--- src/rtl/regfile_wb_arbiter_if.sv ---
// Writeback bus between two requesters (A: ALU path, B: load path) and the
// register file's single write port.
//   a_valid/a_ready/a_reg/a_data : requester A handshake and payload
//   b_valid/b_ready/b_reg/b_data : requester B handshake and payload
//   regWrite/W_reg/W_data        : register file write port
//   wr_src                       : source of the current write (0 = A, 1 = B)
// Modports: slave = arbiter side, master = requester/regfile side.
interface regfile_wb_arbiter_if #(
  parameter int DATA_W = 32,
  parameter int ADDR_W = 5
);
  logic              a_valid;
  logic              a_ready;
  logic [ADDR_W-1:0] a_reg;
  logic [DATA_W-1:0] a_data;
  logic              b_valid;
  logic              b_ready;
  logic [ADDR_W-1:0] b_reg;
  logic [DATA_W-1:0] b_data;
  logic              regWrite;
  logic [ADDR_W-1:0] W_reg;
  logic [DATA_W-1:0] W_data;
  logic              wr_src;

  modport slave (
    input  a_valid, a_reg, a_data, b_valid, b_reg, b_data,
    output a_ready, b_ready, regWrite, W_reg, W_data, wr_src
  );

  modport master (
    output a_valid, a_reg, a_data, b_valid, b_reg, b_data,
    input  a_ready, b_ready, regWrite, W_reg, W_data, wr_src
  );
endinterface

--- src/rtl/regfile_wb_arbiter.sv ---
// Arbitrates the register file's single write port between an ALU result
// requester (A) and a load result requester (B). B has fixed priority; A is
// forced through after losing MAX_WAIT consecutive contended cycles. The
// granted transfer is registered and drives the write port one cycle later.
// Ports:
//   clk          : clock, rising edge
//   rst          : synchronous reset, active low
//   bus          : writeback interface (slave modport)
//   conflict_cnt : saturating count of cycles with both requesters valid
module regfile_wb_arbiter #(
  parameter int DATA_W   = 32,
  parameter int ADDR_W   = 5,
  parameter int MAX_WAIT = 3,
  parameter int CNT_W    = 16
) (
  input  logic                  clk,
  input  logic                  rst,
  regfile_wb_arbiter_if.slave   bus,
  output logic [CNT_W-1:0]      conflict_cnt
);

  localparam logic [3:0]       WAIT_MAX = 4'(MAX_WAIT);
  localparam logic [CNT_W-1:0] CNT_SAT  = '1;

  logic [3:0] wait_cnt;
  logic       a_grant;
  logic       b_grant;
  logic       both_valid;

  assign both_valid = bus.a_valid && bus.b_valid;

  // A wins when uncontended, or when it has been starved for MAX_WAIT cycles.
  // Both grants are gated by reset so nothing transfers while rst is low.
  always_comb begin
    a_grant = 1'b0;
    b_grant = 1'b0;
    if (rst) begin
      a_grant = bus.a_valid && (!bus.b_valid || wait_cnt == WAIT_MAX);
      b_grant = bus.b_valid && !a_grant;
    end
  end

  assign bus.a_ready = a_grant;
  assign bus.b_ready = b_grant;

  always_ff @(posedge clk) begin
    if (!rst) begin
      wait_cnt     <= '0;
      conflict_cnt <= '0;
    end else begin
      if (a_grant)
        wait_cnt <= '0;
      else if (bus.a_valid && wait_cnt < WAIT_MAX)
        wait_cnt <= wait_cnt + 4'd1;

      if (both_valid && conflict_cnt != CNT_SAT)
        conflict_cnt <= conflict_cnt + 1'b1;
    end
  end

  // Output stage: address/data/source hold when idle; only the enable drops.
  // A transfer to r0 is accepted but never enables the write.
  always_ff @(posedge clk) begin
    if (!rst) begin
      bus.regWrite <= 1'b0;
      bus.W_reg    <= '0;
      bus.W_data   <= '0;
      bus.wr_src   <= 1'b0;
    end else if (a_grant) begin
      bus.regWrite <= (bus.a_reg != '0);
      bus.W_reg    <= bus.a_reg;
      bus.W_data   <= bus.a_data;
      bus.wr_src   <= 1'b0;
    end else if (b_grant) begin
      bus.regWrite <= (bus.b_reg != '0);
      bus.W_reg    <= bus.b_reg;
      bus.W_data   <= bus.b_data;
      bus.wr_src   <= 1'b1;
    end else begin
      bus.regWrite <= 1'b0;
    end
  end

endmodule

--- src/flat_wrapper.sv ---
// flat-port wrapper written by rule: the top's interface ports become plain ports
module regfile_wb_arbiter_flat 
#(
  parameter int DATA_W   = 32,
  parameter int ADDR_W   = 5,
  parameter int MAX_WAIT = 3,
  parameter int CNT_W    = 16
)
  (clk, rst, conflict_cnt, bus_a_valid, bus_a_reg, bus_a_data, bus_b_valid, bus_b_reg, bus_b_data, bus_a_ready, bus_b_ready, bus_regWrite, bus_W_reg, bus_W_data, bus_wr_src);
  regfile_wb_arbiter_if #(.DATA_W(DATA_W), .ADDR_W(ADDR_W)) bus_i ();
  input  logic clk;
  input  logic rst;
  output logic [CNT_W-1:0] conflict_cnt;
  input wire logic [$bits(bus_i.a_valid)-1:0] bus_a_valid;
  input wire logic [$bits(bus_i.a_reg)-1:0] bus_a_reg;
  input wire logic [$bits(bus_i.a_data)-1:0] bus_a_data;
  input wire logic [$bits(bus_i.b_valid)-1:0] bus_b_valid;
  input wire logic [$bits(bus_i.b_reg)-1:0] bus_b_reg;
  input wire logic [$bits(bus_i.b_data)-1:0] bus_b_data;
  output wire logic [$bits(bus_i.a_ready)-1:0] bus_a_ready;
  output wire logic [$bits(bus_i.b_ready)-1:0] bus_b_ready;
  output wire logic [$bits(bus_i.regWrite)-1:0] bus_regWrite;
  output wire logic [$bits(bus_i.W_reg)-1:0] bus_W_reg;
  output wire logic [$bits(bus_i.W_data)-1:0] bus_W_data;
  output wire logic [$bits(bus_i.wr_src)-1:0] bus_wr_src;
  assign bus_i.a_valid = bus_a_valid;
  assign bus_i.a_reg = bus_a_reg;
  assign bus_i.a_data = bus_a_data;
  assign bus_i.b_valid = bus_b_valid;
  assign bus_i.b_reg = bus_b_reg;
  assign bus_i.b_data = bus_b_data;
  assign bus_a_ready = bus_i.a_ready;
  assign bus_b_ready = bus_i.b_ready;
  assign bus_regWrite = bus_i.regWrite;
  assign bus_W_reg = bus_i.W_reg;
  assign bus_W_data = bus_i.W_data;
  assign bus_wr_src = bus_i.wr_src;
  regfile_wb_arbiter #(.DATA_W(DATA_W), .ADDR_W(ADDR_W), .MAX_WAIT(MAX_WAIT), .CNT_W(CNT_W)) u_core (.clk(clk), .rst(rst), .bus(bus_i), .conflict_cnt(conflict_cnt));
endmodule
--- config.mk ---
export PLATFORM = sky130hd
export DESIGN_NAME = regfile_wb_arbiter_flat
export DESIGN_NICKNAME = d
export VERILOG_FILES = /design/src/rtl/regfile_wb_arbiter_if.sv /design/src/rtl/regfile_wb_arbiter.sv /design/src/flat_wrapper.sv
export SDC_FILE = /design/constraint.sdc
export NUM_CORES = 1
export LEC_CHECK = 0
export CAP_MARGIN = 20
export CORE_MARGIN = 2
export CORE_UTILIZATION = 39
export DETAILED_ROUTE_END_ITERATION = 12
export GPL_ROUTABILITY_DRIVEN = 0
export PLACE_DENSITY = 0.89
export SLEW_MARGIN = 10
export SYNTH_ARGS = -nofsm -noshare
export SYNTH_HDL_FRONTEND = slang
export SYNTH_SLANG_ARGS = --single-unit
--- constraint.sdc ---
create_clock -name clk -period 2.7 [get_ports clk]
set_input_delay 0.54 -clock clk [delete_from_list [all_inputs] [get_ports clk]]
set_output_delay 0.54 -clock clk [all_outputs]
set_load 0.05 [all_outputs]
# Word-level counts from Yosys, hierarchy flattened

Cells that the tools add are included.

Input port bits: 78
Word-level logic and storage cells: 32
Bits in registers: 59
Output and inout port bits: 57

Reductions and logical operators: 12
Add/sub/neg operators: 2
Eq/ne operators: 2
Mux-type cells: 8
Magnitude comparators: 1
Bitwise gates (word level): 1

Operator list:

| operator              | number |
|---|---|
| $mux 32               | 2 |
| $add 16x1->16 const B | 1 |
| $ne 16x16->1 const B  | 1 |
| $mux 5                | 2 |
| $reduce_bool 5->1     | 2 |
| $logic_and 1x1->1     | 5 |
| $add 4x1->4 const B   | 1 |
| $eq 4x2->1 const B    | 1 |
| $lt 4x2->1 const B    | 1 |
| $mux 1                | 4 |
| $logic_not 1->1       | 2 |
| $reduce_bool 2->1     | 1 |
| $reduce_or 2->1       | 1 |
| $logic_or 1x1->1      | 1 |
| $not 1->1             | 1 |

# Longest topological paths before layout

Gate-level depths: netlist of the first run.

Word-level depth: 8
Mapped depth: 8
Mapped depth without buffers: 6

# Least setup slack after synthesis of the first run

No wires, ideal clock.

Path type: register to register
Start: register u_core.conflict_cnt[0]
End: register u_core.conflict_cnt[14]
Library setup time: 0.144 ns
Required time: 2.556 ns
Arrival time: 2.170 ns
Buffers on the path: 0
Setup slack: 0.386 ns
Clock period less this slack: 2.314 ns
Cell stages (with the launch flop): 6
Cells stage by stage: dfxtp_1 ha_1 nand3_1 or4_1 o311ai_0 o41ai_1

Word-level cells in the longest chain between the ends: 2
Elaborated cells on any way between the ends: 3
Those cells by class: add/sub (1); eq/ne (1); reduce/logical (1)

Ends and longest elaborated chain:

| element                                                               | RTL line                 | text |
|---|---|---|
| from (decl)                                                           | regfile_wb_arbiter.sv:19 | `output logic [CNT_W-1:0] conflict_cnt` |
| from (signal assigned)                                                | regfile_wb_arbiter.sv:57 | `conflict_cnt <= conflict_cnt + 1'b1;` |
| parallel branches: the longest is 2 deep, another holds $add 16x1->16 | n/a                      |  |

Parallel ways; which one is timed is not known.
A chain may end at the register's enable or synchronous reset.

# Final worst setup path of the first run

Start: input port bus_a_valid
End: register u_core.conflict_cnt[9]

Word-level cells in the longest chain between the ends: 2

Ends and longest elaborated chain:

| element           | RTL line                 | text |
|---|---|---|
| from (decl)       | flat_wrapper.sv:14       | `input wire logic [$bits(bus_i.a_valid)-1:0] bus_a_valid;` |
| $logic_and 1x1->1 | regfile_wb_arbiter.sv:30 | `assign both_valid = bus.a_valid && bus.b_valid;` |
| $logic_and 1x1->1 | regfile_wb_arbiter.sv:56 | `if (both_valid && conflict_cnt != CNT_SAT)` |

No other way between the ends.

==> summary.md, run 1 <==
| Metric | Value |
|---|---|
| Status | complete, no violations |
| Setup crit start kind | input pin |
| H-tree Lvls | 3 |
| Ys flop type | dfxtp_1 |
| Synth warn | 0 |
| Clk sinks | 59 |
| Routed length per instance | 15.7 um |
| Fin Setup TNS | 0 ns |
| Reg2Reg Depth | 5 |
| CTS tree | built |
| GR Util All Layers | 23.5% |
| CP max stage delay | slightly below 0.6 ns |
| Initial antenna violation count | 0 |
| Hold path endpoint | u_core.bus.W_data[17]$_SDFFE_PN0P_ |
| DR pass1 iterations | 4 |
| Flip-flop count of the largest register after layout | 32 |
| Vias in the first global route | 2910 |
| Crit. End Element | flop |
| Achievable Freq | 453 MHz |
| Post-Layout Cell Count | 536 |
| Clk buf depth | 2 |
| WS Path Type | in -> reg |
| GRT overflow | 0 |
| RSZ-0062 raised after global routing | false |
| Hold WC Path Type | reg -> reg |
| Die area | 7310 um^2 |
| Final Hold Fails | 0 |
| Critical register-to-register path endpoint | u_core.conflict_cnt[14]$_SDFFE_PN0P_ |
| Post-synthesis sequential area ratio | 45.6% |
| IO Port Bufs | 134 |
| Count of flip-flops with a built-in enable after synthesis | 0 |
| Largest net degree at the start of global routing | 51 |
| Buf+Inv Stages, Crit Path | 1 |
| Cells after synthesis | 325 |
| Clock period minus worst slack | 2.21 ns |
| Horiz. Die Dim | 85.5 um |
| # rows | 29 |
| Hold_sp | u_core.bus.W_data[17]$_SDFFE_PN0P_ |
| Root Buffer Master | clkbuf_8 |
| Post-synthesis average cell area | around 8.0 um^2 |
| Die height | 85.5 um |
| N_diodes | 0 |
| MaxCap Viol Count | 0 |
| Final ANT Viol Nets | 0 |
| DP Area | 4020 um^2 |
| Vias per cell | 5.50 |
| First-pass GRT wire length | between 10000 and 15000 um |
| Slew Viols, Final | 0 |
| DRT iter0 DRCs | between 100 and 150 |
| Vias after detailed routing | 2950 |
| Slew of the pin with the lowest slew margin | 0.544 ns |
| Critical Path AT | 2.47 ns |
| Synth Cell Area | 2590 um^2 |
| Worst-path fanout max | 7 |
| Rel. slew slack | 63.2% |
| Worst vdd ir | 362 uV |
| Core ar. | 6390 um^2 |
| Hold Path Cell Cnt | 2 |
| CTS buffer count | 9 |
| Setup violators final | 0 |
| Post-route cell area | 4270 um^2 |
| Final core occ | around two thirds |
| Clk pin slew, worst setup/hold paths | 0.06 ns |
| Top-Level Pins | between 100 and 150 |
| Hold-fix buffers, CTS | 0 |
| Reg2reg setup slack | 0.52 ns |
| Final #Nets | 534 |
| Worst setup skew after layout | a little over 0.008 ns |
| Top Family by Delay on Critical Path | simple AND/OR/NAND/NOR gates |
| WP data required | 2.96 ns |
| Cts repair resizes | 0 |
| Syn_nets | 405 |
| Share of layout cells above drive strength 1 | between 5 and 6% |
| Starting Density | 40.6% |
| Area Overhead vs Synth | 64.7% |
| Post-CTS Setup Bufs | 0 |
| Critical Path, Cell by Cell | clkdlybuf4s50_1 > nand2_1 > or3_1 > or4_1 > a21oi_1 |
| Yosys cell types | 39 |
| Reg-to-reg critical path startpoint | u_core.conflict_cnt[0]$_SDFFE_PN0P_ |
| Pwr per Cell Area | 578 nW/um^2 |
| Worst-Skew Late Latency | 0.34 ns |
| Final period utilization | 81.8% |
| Routed wire length | about 8400 um |
| Yosys reg bits | 59 |
| LEAKAGE | approximately 1.5 nW |
| Post-DP HPWL | 5870 um |
| Placed Instances | 520 |
| DRC viols | 0 |
| Fillers | 493 |
| Asr flop ratio synth | 0% |
| CP max stage cell | clkdlybuf4s50_1 |
## synthesized netlist by cell type, types with 2 or more instances
cell | instances | area share (%)
a21oi_1 | 7 | 1.4
a31oi_1 | 37 | 8.9
and3_1 | 3 | 0.72
buf_1 | 2 | 0.29
clkbuf_1 | 20 | 2.9
dfxtp_1 | 59 | 46
ha_1 | 2 | 0.97
inv_1 | 5 | 0.72
mux2i_1 | 4 | 1.5
nand2_1 | 83 | 12
nand2b_1 | 2 | 0.48
nand3_1 | 7 | 1.4
nand4_1 | 3 | 0.72
nor2_1 | 10 | 1.4
nor4_1 | 2 | 0.48
nor4b_1 | 2 | 0.68
o21a_1 | 2 | 0.58
o21ai_0 | 38 | 7.3
o311ai_0 | 2 | 0.68
o31a_1 | 2 | 0.68
o31ai_1 | 4 | 1.2
o41ai_1 | 4 | 1.4
or3_1 | 2 | 0.48
or4_1 | 8 | 2.3
## area by class of cell
cell class              instances  area (um^2)  share of cell area (%)
clock buffers                  11          141                    3.31
clock inverters                 5          100                    2.35
inverters                       5         18.8                   0.440
multi-input cells             238         1310                    30.8
flip-flops and latches         59         1180                    27.7
well taps                      77         96.3                    2.26
repair buffers                141         1410                    33.1
## layout by cell type (no fill, tap or decap), drive strengths merged, types with 2 or more instances in the layout
master,Yosys,final
nand2,83,83
o31ai,4,4
o21a,2,2
o31a,2,2
a21oi,7,7
nand3,7,7
buf,3,9
and3,3,3
clkdlybuf4s50,0,132
clkbuf,20,11
clkinv,0,2
nand4,4,4
bufinv,0,3
o311ai,2,2
nor4,3,3
nand2b,2,2
a31oi,37,37
o21ai,39,39
o41ai,4,4
nor4b,2,2
dfxtp,59,59
ha,2,2
or3,2,2
or4,8,8
mux2i,4,4
inv,5,5
nor2,10,10
## per-stage QoR
stage | setup WS [ns] | total power [mW] | hold slack (ns)
final | 0.492 | 2.46 | 0.470
after global routing | 0.296 | 2.55 | 0.490
after CTS | 0.470 | 2.48 | 0.474
after detailed placement | 0.261 | 1.50 | 0.463
after global placement | 0.285 | 1.49 | 0.457
after floorplan | 0.386 | 1.25 | 0.465
## worst min-delay path, cell delays in order, from the launching register on
cell and delay (ns):
dfxtp_1 0.31, nand2_1 0.05, a31oi_1 0.07
## logic make-up (layout without fill, tap and decap cells)
| kind of cell | count (synthesis) | in the layout | share of synthesized area [%] |
|---|---|---|---|
| multiplexers | 4 | 4 | 1.55 |
| adder cells (fa/ha/maj) | 2 | 2 | 0.966 |
| XOR/XNOR | 2 | 2 | 0.676 |
| AND/OR/NAND/NOR | 129 | 129 | 23.5 |
| flip-flops | 59 | 59 | 45.6 |
| AO/OA/AOI/OAI | 101 | 101 | 23.6 |
| buffers and inverters | 28 | 162 | 4.11 |
## worst max-delay path by stage
| stage | startpoint | depth (start not counted) | to | slack (ns) |
|---|---|---|---|---|
| 2_1_floorplan | u_core.conflict_cnt[0]$_SDFFE_PN0P_ | 5 | u_core.conflict_cnt[14]$_SDFFE_PN0P_ | 0.39 |
| 5_1_grt | u_core.conflict_cnt[0]$_SDFFE_PN0P_ | 5 | u_core.conflict_cnt[14]$_SDFFE_PN0P_ | 0.30 |
| 3_3_place_gp | bus_a_valid | 5 | u_core.conflict_cnt[9]$_SDFFE_PN0P_ | 0.29 |
| 4_1_cts | u_core.wait_cnt[0]$_SDFFE_PP0P_ | 5 | bus_a_ready | 0.47 |
| 6_report | bus_a_valid | 5 | u_core.conflict_cnt[9]$_SDFFE_PN0P_ | 0.49 |
| 3_5_place_dp | bus_a_valid | 5 | u_core.conflict_cnt[9]$_SDFFE_PN0P_ | 0.26 |
## power breakdown
group / switching [mW] / internal (mW) / total, mW
sequential: 0.0285 / 0.921 / 0.949
combinational: 0.307 / 0.227 / 0.533
clock: 0.346 / 0.635 / 0.982
## per-layer routing
metal	routed length, um	part of all wire [%]	global-route usage (%)
met5	0	0	0
met4	164	2.0	11.0
met3	807	9.6	8.18
met2	4090	49	39.0
met1	3330	40	27.3
No activity file was read; power rests on OpenSTA's default activity.
==> run 2, diff against run 1 <==
==> constraint.sdc (replaced) <==
create_clock -name clk -period 2.2 [get_ports clk]
set_input_delay 0.44 -clock clk [delete_from_list [all_inputs] [get_ports clk]]
set_output_delay 0.44 -clock clk [all_outputs]
set_load 0.05 [all_outputs]
==> summary.md, run 2 (synthesis results as in run 1) <==
| Metric | Value |
|---|---|
| Vias after detailed routing | 2957 |
| WS Path Type | in -> out |
| Pwr per Cell Area | 638 nW/um^2 |
| Rel. slew slack | between 60% and 70% |
| Die area | 7310 um^2 |
| Final period utilization | 94.5% |
| Worst setup skew after layout | 0.00720 ns |
| Met3 Use GR | 7.80% |
| Clk sinks | 59 |
| Vias in the first global route | 2920 |
| Initial antenna violation count | 0 |
| Final #Nets | 542 |
| Post-route cell area | 4280 um^2 |
| GR Util All Layers | 22.7% |
| CTS buffer count | 9 |
| Die height | 85.5 um |
| RSZ-0062 raised after global routing | false |
| Clk buf depth | 2 |
| Final core occ | 67.1% |
| Area Overhead vs Synth | 65.4% |
| DR pass1 iterations | 4 |
| Setup crit start kind | input pin |
| Clk pin slew, worst setup/hold paths | 0.06 ns |
| First-pass GRT wire length | between 10000 and 15000 um |
| DP Worst Slack | -0.124 ns |
| Critical Path, Cell by Cell | clkdlybuf4s50_1 > buf_4 > inv_1 > o21ai_4 > nor2_1 > buf_12 |
| Setup ws final | 0.121 ns |
| Post-DP HPWL | roughly 6000 um |
| Critical Path AT | 1.64 ns |
| IO Port Bufs | 134 |
| Worst-Skew Late Latency | 0.33 ns |
| Multi-input gate area | between 1000 and 1500 um^2 |
| Crit. End Element | output pin |
| Hold WC Path Type | reg -> reg |
| H-tree Lvls | 3 |
| Largest net degree at the start of global routing | 48 |
| FF/Latch Area | roughly 1200 um^2 |
| Cts repair resizes | 0 |
| Routed length per instance | ~15 um |
| Core ar. | approximately 6400 um^2 |
| CP max stage cell | clkdlybuf4s50_1 |
| CP max stage delay | 0.50 ns |
| Achievable Freq | between 400 and 500 MHz |
| Hold slack | 0.471 ns |
| Commonest non-fill, non-tap cell in the layout | clkdlybuf4s50_1 |
| MaxCap Viol Count | 0 |
| Top-Level Pins | 135 |
| Status | complete, no violations |
| LEAKAGE | 1.56 nW |
| Grt met2 use | 39.4% |
| Worst-path fanout max | 4 |
| DRT iter0 DRCs | about 140 |
| DP Area | 4100 um^2 |
| Post-CTS Setup Bufs | 0 |
| Clock period minus worst slack | 2.08 ns |
| Routed wire length | 8190 um |
| Root Buffer Master | clkbuf_8 |
| Hold-fix buffers, CTS | 0 |
| Met1 Use GR | 25.7% |
| Slew Viols, Final | 0 |
| Fillers | 517 |
| N_diodes | 0 |
| Share of layout cells above drive strength 1 | 8.15% |
| CTS tree | built |
| Flip-flop count of the largest register after layout | 32 |
| Slew of the pin with the lowest slew margin | 0.544 ns |
| Commonest non-fill, non-tap cells in the layout | clkdlybuf4s50_1, nand2_1, dfxtp_1 |
| Starting Density | 40.6% |
| GRT overflow | 0 |
| Vias per cell | 5.45 |
| WP data required | 1.76 ns |
| Final ANT Viol Nets | 0 |
| Setup violators final | 0 |
| Fin Setup TNS | 0 ns |
| Final Hold Fails | 0 |
| Horiz. Die Dim | 85.5 um |
| # rows | 29 |
| Busiest grt layer | met2 |
| DRC viols | 0 |
| Worst vdd ir | 360 uV |
| Reg2reg setup slack | 0.16 ns |
[run 2: changes by cell type in the layout (fill, tap and decap cells not counted), sizes merged]
cell,before,now
bufinv,3,0
buf,9,17
clkbuf,11,13
[run 2: cell type report]
class | count | share of cell area, %
Clock buffer | 13 | 3.94
Clock inverter | 2 | 0.234
Inverter | 5 | 0.438
Multi-Input combinational cell | 238 | 30.8
Sequential cell | 59 | 27.6
Tap cell | 77 | 2.25
Timing Repair Buffer | 149 | 34.7
[run 2: worst max-delay path: cells and delay by family]
kind	cells	cell delay [ns]
compound gates	1	0.22
buf+inv	4	0.87
simple gates	1	0.11
[run 2: metrics by stage]
step	power [mW]	cells
2_1_floorplan	1.53	325
3_3_place_gp	1.84	528
3_5_place_dp	1.85	528
4_1_cts	2.75	543
5_1_grt	2.84	543
6_report	2.73	543
[run 2: per-layer routing]
layer	vias up	part of all wire [%]
li1	1453	-
met1	1349	39
met2	143	50
met3	12	9.5
met4	0	1.5
met5	-	0
[run 2: power by group]
group	switching [mW]	internal [mW]
registers	0.0339	1.13
logic	0.376	0.286
clock network	0.412	0.492
[run 2: final timing paths]
path	endpoint	startpoint	cells after the start
worst min-delay path	u_core.bus.W_data[3]$_SDFFE_PN0P_	u_core.bus.W_data[3]$_SDFFE_PN0P_	2
worst max-delay path	bus_a_ready	bus_b_valid	6
worst min register to register	u_core.bus.W_data[3]$_SDFFE_PN0P_	u_core.bus.W_data[3]$_SDFFE_PN0P_	2
worst max register to register	u_core.conflict_cnt[14]$_SDFFE_PN0P_	u_core.conflict_cnt[0]$_SDFFE_PN0P_	5
==> run 3, diff against run 2 <==
--- a/config.mk
+++ b/config.mk
@@ -10,8 +10,10 @@
 export CORE_UTILIZATION = 39
 export DETAILED_ROUTE_END_ITERATION = 12
 export GPL_ROUTABILITY_DRIVEN = 0
+export MAX_ROUTING_LAYER = met4
 export PLACE_DENSITY = 0.89
 export SLEW_MARGIN = 10
 export SYNTH_ARGS = -nofsm -noshare
 export SYNTH_HDL_FRONTEND = slang
 export SYNTH_SLANG_ARGS = --single-unit
+export TNS_END_PERCENT = 20
==> summary.md, run 3 (synthesis results as in run 1) <==
| Metric | Value |
|---|---|
| Status | complete, no violations |
| CP max stage cell | clkdlybuf4s50_1 |
| Cts repair resizes | 0 |
| Achievable Freq | 479 MHz |
| Critical Path AT | 1.65 ns |
| Core ar. | 6390 um^2 |
| Clk buf depth | 2 |
| Hold path endpoint | u_core.bus.W_data[3]$_SDFFE_PN0P_ |
| CP max stage delay | 0.86 ns |
| Reg-to-reg critical path startpoint | u_core.conflict_cnt[1]$_SDFFE_PN0P_ |
| Pwr per Cell Area | 637 nW/um^2 |
| Clock period minus worst slack | around 2.1 ns |
| DRC viols | 0 |
| Die height | 85.5 um |
| Top Family by Delay on Critical Path | buffers and inverters |
| Commonest non-fill, non-tap cells in the layout | clkdlybuf4s50_1, nand2_1, dfxtp_1 |
| Setup crit start kind | flop |
| DRT iter0 DRCs | ~150 |
| LEAKAGE | 1.56 nW |
| Initial antenna violation count | 0 |
| GRT overflow | 0 |
| Worst-Skew Late Latency | 0.33 ns |
| Hold Path Cell Cnt | 2 |
| First-pass GRT wire length | roughly 13000 um |
| Routed length per instance | approximately 15 um |
| Buf+Inv Stages, Crit Path | 1 |
| Reg2Reg Depth | 5 |
| MaxCap Viol Count | 0 |
| Worst-path fanout max | 8 |
| Setup ws final | 0.113 ns |
| Starting Density | 40.6% |
| Flip-flop count of the largest register after layout | 32 |
| Slew of the pin with the lowest slew margin | about 0.54 ns |
| Root Buffer Master | clkbuf_8 |
| DP Worst Slack | -0.124 ns |
| Worst vdd ir | 360 uV |
| Slew Viols, Final | 0 |
| Multi-input gate area | 1320 um^2 |
| Post-DP HPWL | slightly below 6000 um |
| Die area | 7310 um^2 |
| H-tree Lvls | 3 |
| Fillers | 517 |
| IO Port Bufs | 134 |
| Rel. slew slack | 63.6% |
| DR pass1 iterations | 4 |
| Crit. End Element | output pin |
| GR Util All Layers | 23.4% |
| Vias after detailed routing | slightly below 3k |
| Clk pin slew, worst setup/hold paths | 0.06 ns |
| Setup violators final | 0 |
| Critical Path, Cell by Cell | clkdlybuf4s50_1 |
| Clk sinks | 59 |
| Area Overhead vs Synth | 65.4% |
| Largest net degree at the start of global routing | 48 |
| Vias per cell | around 5.4 |
| Final #Nets | around 540 |
| Hold_sp | u_core.bus.W_data[3]$_SDFFE_PN0P_ |
| Critical register-to-register path endpoint | u_core.conflict_cnt[14]$_SDFFE_PN0P_ |
| Post-CTS Setup Bufs | 0 |
| Share of layout cells above drive strength 1 | 8.15% |
| Reg2reg setup slack | between 0.15 and 0.2 ns |
| Hold-fix buffers, CTS | 0 |
| Hold WC Path Type | reg -> reg |
| Final period utilization | 94.8% |
| Routed wire length | 8160 um |
| FF/Latch Area | 1180 um^2 |
| Vias in the first global route | 2919 |
| WS Path Type | reg -> out |
| Top-Level Pins | about 140 |
| Hold slack | 0.471 ns |
| Worst setup skew after layout | 0.00731 ns |
| Commonest non-fill, non-tap cell in the layout | clkdlybuf4s50_1 |
| Final Hold Fails | 0 |
| Final ANT Viol Nets | 0 |
| CTS tree | built |
| RSZ-0062 raised after global routing | false |
| WP data required | 1.76 ns |
| # rows | 29 |
| Horiz. Die Dim | approximately 85 um |
| CTS buffer count | 9 |
| N_diodes | 0 |
[run 3: cell counts in the layout (fill, tap and decap cells not counted)]
No cell type changed its count.
[run 3: layout make-up]
cell class                      instances  area share (%)
Multi-Input combinational cell        238            30.8
Sequential cell                        59            27.6
Inverter                                5           0.438
Clock buffer                           13            3.94
Clock inverter                          2           0.234
Timing Repair Buffer                  149            34.7
Tap cell                               77            2.25
[run 3: stage by stage]
step	instances	TNS, ns	utilization, %	instance area, um^2	total power [mW]
after floorplan	325	0	-	2590	1.53
after global placement	528	-0.116	64.2	4100	1.84
after detailed placement	528	-0.497	64.2	4100	1.85
after CTS	543	0	67.0	4280	2.75
after global routing	543	0	67.1	4280	2.84
final	543	0	67.1	4280	2.73
[run 3: worst max-delay path by stage]
| stage | start | to | slack, ns | cells after the start |
|---|---|---|---|---|
| final | u_core.conflict_cnt[4]$_SDFFE_PN0P_ | conflict_cnt[4] | 0.11 | 1 |
| after CTS | u_core.wait_cnt[0]$_SDFFE_PP0P_ | bus_a_ready | 0.03 | 5 |
| after global placement | bus_a_valid | u_core.conflict_cnt[9]$_SDFFE_PN0P_ | -0.09 | 5 |
| after floorplan | u_core.conflict_cnt[2]$_SDFFE_PN0P_ | u_core.conflict_cnt[14]$_SDFFE_PN0P_ | 0.03 | 4 |
| after detailed placement | bus_a_valid | u_core.conflict_cnt[11]$_SDFFE_PN0P_ | -0.12 | 5 |
| after global routing | u_core.wait_cnt[0]$_SDFFE_PP0P_ | bus_a_ready | 0.06 | 5 |
[run 3: report_power, final]
part	switching (mW)	total (mW)	internal [mW]
logic	0.377	0.662	0.286
clock network	0.411	0.903	0.492
registers	0.0334	1.16	1.13
total	0.822	2.73	1.91
[run 3: layer usage]
| layer | track usage (%) | up-vias | wire length [um] |
|---|---|---|---|
| li1 | - | 1454 | - |
| met1 | 26.7 | 1348 | 3370 |
| met2 | 39.3 | 144 | 4010 |
| met3 | 6.54 | 12 | 657 |
| met4 | 8.66 | 0 | 127 |
| met5 | - | - | 0 |
